## src/rtl/tqvp_htfab_nco_quad.sv

```systemverilog
// Four-channel phase-accumulator NCO on the TinyQV peripheral bus.
// Square outputs on uo_out[3:0], divide-by-2 wrap toggles on uo_out[7:4].
module tqvp_htfab_nco_quad #(
  parameter int ACC_W = 24
) (
  input  logic        clk,
  input  logic        rst_n,
  input  logic [7:0]  ui_in,
  output logic [7:0]  uo_out,
  input  logic [5:0]  address,
  input  logic [31:0] data_in,
  input  logic [1:0]  data_write_n,
  input  logic [1:0]  data_read_n,
  output logic [31:0] data_out,
  output logic        data_ready,
  output logic        user_interrupt
);

  logic [10:0]           ctrl_q, ctrl_d;
  logic [3:0][ACC_W-1:0] freq_q, freq_d;
  logic [3:0][ACC_W-1:0] acc_q, acc_d;
  logic [3:0]            toggle_q, toggle_d;
  logic [3:0]            uo_lo_q, uo_lo_d;
  logic [15:0]           wrapcnt_q, wrapcnt_d;
  logic                  pending_q, pending_d;
  logic [31:0]           data_out_q, data_out_d;
  logic                  data_ready_q, data_ready_d;

  logic [31:0]           wr_mask, wr_base, wr_merged, rd_data;
  logic [3:0]            reg_sel, wrap;
  logic                  wr_en, rd_en, phase_sync, status_clr, hold;
  logic [ACC_W:0]        sum;

  assign reg_sel = address[5:2];
  assign wr_en   = (data_write_n != 2'b11) && (address[1:0] == 2'b00);
  assign rd_en   = (data_read_n != 2'b11);

  // Bus writes merge new data into the selected register under the width mask.
  always_comb begin
    wr_mask    = 32'hFFFF_FFFF;
    wr_base    = 32'h0;
    ctrl_d     = ctrl_q;
    freq_d     = freq_q;
    phase_sync = 1'b0;
    status_clr = 1'b0;
    case (data_write_n)
      2'b00:   wr_mask = 32'h0000_00FF;
      2'b01:   wr_mask = 32'h0000_FFFF;
      default: wr_mask = 32'hFFFF_FFFF;
    endcase
    case (reg_sel)
      4'd0:    wr_base = 32'(ctrl_q);
      4'd1:    wr_base = 32'(freq_q[0]);
      4'd2:    wr_base = 32'(freq_q[1]);
      4'd3:    wr_base = 32'(freq_q[2]);
      4'd4:    wr_base = 32'(freq_q[3]);
      default: wr_base = 32'h0;
    endcase
    wr_merged = (wr_base & ~wr_mask) | (data_in & wr_mask);
    if (wr_en) begin
      case (reg_sel)
        4'd0: begin
          // phase_sync acts as a one-shot and is never stored
          ctrl_d     = wr_merged[10:0] & 11'h5FF;
          phase_sync = wr_merged[9];
        end
        4'd1, 4'd2, 4'd3, 4'd4: freq_d[2'(reg_sel - 4'd1)] = ACC_W'(wr_merged);
        4'd6:    status_clr = data_in[0];
        default: ;
      endcase
    end
  end

  always_comb begin
    hold     = ctrl_q[10] & ui_in[0];
    acc_d    = acc_q;
    toggle_d = toggle_q;
    wrap     = 4'b0;
    sum      = '0;
    uo_lo_d  = 4'b0;
    for (int n = 0; n < 4; n++) begin
      sum = {1'b0, acc_q[n]} + {1'b0, freq_q[n]};
      if (phase_sync) begin
        acc_d[n]    = '0;
        toggle_d[n] = 1'b0;
      end else if (ctrl_q[n] && !hold) begin
        acc_d[n]    = sum[ACC_W-1:0];
        wrap[n]     = sum[ACC_W];
        toggle_d[n] = toggle_q[n] ^ sum[ACC_W];
      end
      uo_lo_d[n] = ctrl_q[n] & (acc_q[n][ACC_W-1] ^ ctrl_q[4+n]);
    end
    wrapcnt_d = wrapcnt_q + 16'(wrap[0]);
    pending_d = pending_q;
    if (status_clr) pending_d = 1'b0;
    if (ctrl_q[8] && wrap[0]) pending_d = 1'b1;
  end

  always_comb begin
    rd_data = 32'h0;
    if (address[1:0] == 2'b00) begin
      case (reg_sel)
        4'd0:    rd_data = 32'(ctrl_q);
        4'd1:    rd_data = 32'(freq_q[0]);
        4'd2:    rd_data = 32'(freq_q[1]);
        4'd3:    rd_data = 32'(freq_q[2]);
        4'd4:    rd_data = 32'(freq_q[3]);
        4'd5:    rd_data = 32'(acc_q[0]);
        4'd6:    rd_data = {31'h0, pending_q};
        4'd7:    rd_data = {16'h0, wrapcnt_q};
        default: rd_data = 32'h0;
      endcase
    end
    data_out_d   = rd_en ? rd_data : data_out_q;
    data_ready_d = rd_en;
  end

  always_ff @(posedge clk) begin
    if (!rst_n) begin
      ctrl_q       <= '0;
      freq_q       <= '0;
      acc_q        <= '0;
      toggle_q     <= '0;
      uo_lo_q      <= '0;
      wrapcnt_q    <= '0;
      pending_q    <= 1'b0;
      data_out_q   <= '0;
      data_ready_q <= 1'b0;
    end else begin
      ctrl_q       <= ctrl_d;
      freq_q       <= freq_d;
      acc_q        <= acc_d;
      toggle_q     <= toggle_d;
      uo_lo_q      <= uo_lo_d;
      wrapcnt_q    <= wrapcnt_d;
      pending_q    <= pending_d;
      data_out_q   <= data_out_d;
      data_ready_q <= data_ready_d;
    end
  end

  assign uo_out         = {toggle_q, uo_lo_q};
  assign data_out       = data_out_q;
  assign data_ready     = data_ready_q;
  assign user_interrupt = pending_q;

  logic unused_bits;
  assign unused_bits = &{1'b0, ui_in[7:1], wr_merged[31:11]};

endmodule

```

## config.mk

```make
export PLATFORM = sky130hd
export DESIGN_NAME = tqvp_htfab_nco_quad
export DESIGN_NICKNAME = d
export VERILOG_FILES = /design/src/rtl/tqvp_htfab_nco_quad.sv
export SDC_FILE = /design/constraint.sdc
export NUM_CORES = 1
export LEC_CHECK = 0
export ABC_CLOCK_PERIOD_IN_PS = 8500
export BUFFER_PORTS_ARGS = -buffer_cell sky130_fd_sc_hd__buf_4
export CORE_MARGIN = 4
export CORE_UTILIZATION = 60
export CTS_CLUSTER_DIAMETER = 150
export CTS_CLUSTER_SIZE = 14
export DETAILED_ROUTE_END_ITERATION = 10
export PLACE_DENSITY = 0.9
export RECOVER_POWER = 50
export REMOVE_ABC_BUFFERS = 1
export SKIP_CTS_REPAIR_TIMING = 1
export SLEW_MARGIN = 5
export SYNTH_ARGS = -nofsm -noshare
export SYNTH_HDL_FRONTEND = slang
export SYNTH_SLANG_ARGS = --single-unit
```

## constraint.sdc

```tcl
create_clock -name clk -period 8.5 [get_ports clk]
set_input_delay 1.7 -clock clk [delete_from_list [all_inputs] [get_ports clk]]
set_output_delay 1.7 -clock clk [all_outputs]
set_load 0.05 [all_outputs]
```

==> summary.txt <==
Outcome
  – Failing checks: capacitance limit, slew limit
  – Outcome: finished, violations left

Power
  – Comb pwr share: about 5.4%
  – P per Cell Area: around 140 nW/um^2
  – Sw frac: a little under a quarter
  – Worst vdd ir: ~0.17 mV
  – P_int: about 1.7 mW
  – Clock network fraction of total power: between 30% and 40%
  – Seq pwr share: between 50% and 60%
  – Sw power: around 0.52 mW
  – Leakage power: 5.94 nW

Hold path
  – Hold WC Path Type: flip-flop to flip-flop

Layout
  – Util after Layout: roughly two thirds
  – # fillers: 2012
  – Layout area overhead: 6.77%
  – Fin nets: 2023
  – Share of cells above drive strength 1: 4.98%

Clocking
  – Clock Latency Late Sink: around 520 ps
  – Htree depth: 1
  – Clock sinks: approximately 250
  – Clock transition at path regs: roughly 70 ps
  – Clock buffer depth: 3
  – CTS root buf: clkbuf_16
  – CTS tree: built
  – Total CTS buffers: 21

Worst setup path
  – Crit path max-delay cell type: clkbuf_1
  – Startpoint types: input pin
  – Crit-path most repeated cell: clkbuf_1
  – Required time of the critical path: 8910 ps
  – CP Capture Type: flip-flop
  – Peak fanout along the critical path: 42
  – Critical Path AT: around 6500 ps
  – Cells along the critical path: clkbuf_1 > or2_0 > nor3_1 > nand2_1 > o21ai_0 > clkbuf_1 > nor2_1 > a22o_1
  – CP Class: input pin to flip-flop
  – CP max stage delay: 1660 ps

GRT
  – All-Layer GR Usage: 30.6%
  – Vias in the first global route: roughly 13000
  – Initial antenna violation count: 2
  – Total gr overflow: 0
  – Largest net degree at the start of global routing: 89
  – First-pass GRT wire length: 66800 um

Synth
  – Top-count cell post-synth: nand2_1
  – Synth top area share: 34.4%
  – Cell taking the most area after synthesis: dfxtp_1
  – Ys flop type: dfxtp_1
  – Seq/Total Area, Yosys: between 30% and 40%
  – Asr flop ratio synth: 0%
  – Cells after Synth: approximately 1900
  – Mapped cell area: 14700 sq um
  – Warnings, synthesis: 0
  – Yosys reg bits: roughly 250
  – Post-synth EDFFs: 0
  – Synth unique cells: 80
  – Leading post-synthesis cells by cell area: dfxtp_1 34%, ha_1 8.4%, a21oi_1 8.2%
  – Synth cell count leaders: 284 x nand2_1, 252 x dfxtp_1, 241 x a21oi_1
  – Mean area per synthesized cell: around 7.9 sq um

Timing
  – Clock period minus worst slack: a little over 6000 ps
  – Final hold violations: 0
  – RSZ-0062 raised after global routing: no
  – Fmax achieved: approximately 0.17 GHz
  – Worst hold slack: about 460 ps
  – Post-Route Setup TNS: 0 ps
  – Final setup fails: 0
  – Relative slew slack: -52.3%
  – Fin. max-slew vios: 140
  – Setup ws final: between 2000 and 2500 ps
  – Worst Tran Pin Value: around 2300 ps
  – Clock Skews: 22.6 ps
  – Final Cycle Share: between 70% and 80%

Floorplan
  – Boundary Pins: 94
  – Core area: approximately 24000 sq um
  – Die Y: roughly 160 um
  – Row count: between 50 and 60
  – Initial Utilization: slightly above 60%
  – Die width: about 160 um
  – Die area: around 27000 sq um

Placement
  – Detail Placement HPWL: ~31000 um
  – Worst slack at placement: 3760 ps
  – Number of port buffers: 70
  – Routability cong.: ~1

Routing
  – DRC Markers: 0
  – Post-route antenna net violation count: 0
  – Met2 routed WL: 18800 um
  – DR WL met3: approximately 3500 um
  – First-pass DRT Iterations: 7
  – Vias per Instance: 6.40
  – Wire length per cell: between 15 and 20 um
  – Overall routed net length: about 42000 um
  – Vias: roughly 14000
  – Detailed Route Iter0 Violations: between 1500 and 2000
  – Top routing layer in use: met4
  – Metal-1 WL: around 18000 um

Flow run
  – Max-cap viol count: 3
==> flip-flops by register name, summed over array words and instances, names as in the netlist <==
name and cells:
wrapcnt_q 16, ctrl_q 10, uo_lo_q 4, data_ready 1, data_out 24, toggle_q 4
acc_q 96, user_interrupt 1, freq_q 96
==> power groups by stage <==
stage / registers [mW] / clock network [mW] / logic, mW
floorplan: 1.22 / 0 / 0.0622
global placement: 1.22 / 0 / 0.114
detailed placement: 1.22 / 0 / 0.116
CTS: 1.19 / 0.876 / 0.117
global route: 1.19 / 0.918 / 0.125
finish: 1.19 / 0.865 / 0.118
==> kinds of logic (layout without fill, tap and decap cells) <==
group | after synthesis | after routing | synth area share (%)
AOI/OAI and AO/OA | 604 | 604 | 26.5
xor gates and xnor gates | 97 | 97 | 5.79
adders and majority gates | 102 | 102 | 8.90
buffers and inverters | 132 | 139 | 3.91
DFF | 252 | 252 | 34.4
muxes | 15 | 15 | 1.02
other | 1 | 10 | 0.0256
and+or+nand+nor | 651 | 651 | 19.4
==> worst paths after layout <==
path	start	to	slack [ps]	cells past startpoint
setup / recovery	address[5]	acc_q[21]	2460	8
hold / removal	acc_q[37]	acc_q[37]	460	2
setup reg to reg	freq_q[0]	wrapcnt_q[8]	4370	16
hold reg to reg	acc_q[37]	acc_q[37]	460	2
==> cells in the final DEF, fill, tap and decap left out, drive strengths merged, types with 8 or more instances in the layout <==
cell / n
nand2: 284
dfxtp: 252
a21oi: 241
nor2: 187
ha: 98
a211oi: 89
o21ai: 82
xnor2: 61
clkbuf: 60
buf: 50
nand3: 47
a21o: 37
xor2: 36
a22oi: 32
inv: 28
nor3: 28
and3: 22
and2: 19
nor2b: 19
a31oi: 18
a221oi: 16
mux2i: 15
o211ai: 15
nand2b: 12
o21a: 10
o31ai: 10
nand4: 9
conb: 8
==> critical path: cells and delay by family <==
kind                   cells  cell delay [ps]
AO/OA/AOI/OAI              2              770
buffers and inverters      2             1940
AND/OR/NAND/NOR            4             2020
==> routing by layer <==
metal	track usage [%]	up-vias
met2	48.8	681
li1	-	6677
met1	41.1	6502
met5	0	-
met4	15.6	0
met3	3.16	149
==> final cells by class <==
| type | instances | area, sq um | area share, % |
|---|---|---|---|
| diodes | 2 | 5.00 | 0.0320 |
| clock inverters | 1 | 8.76 | 0.0559 |
| multi-input cells | 1477 | 9050 | 57.8 |
| repair buffers | 89 | 522 | 3.33 |
| well taps | 319 | 399 | 2.55 |
| flip-flops and latches | 252 | 5040 | 32.2 |
| clock buffers | 21 | 526 | 3.36 |
| inverters | 28 | 106 | 0.679 |
==> through the flow <==
stage / std cells / power, mW / cell area (sq um)
2_1_floorplan: 1757 / 1.28 / 14200
3_3_place_gp: 2165 / 1.33 / 15300
3_5_place_dp: 2165 / 1.33 / 15300
4_1_cts: 2187 / 2.18 / 15800
5_1_grt: 2189 / 2.23 / 15700
6_report: 2189 / 2.17 / 15700
(Power assumes the default switching activity.)
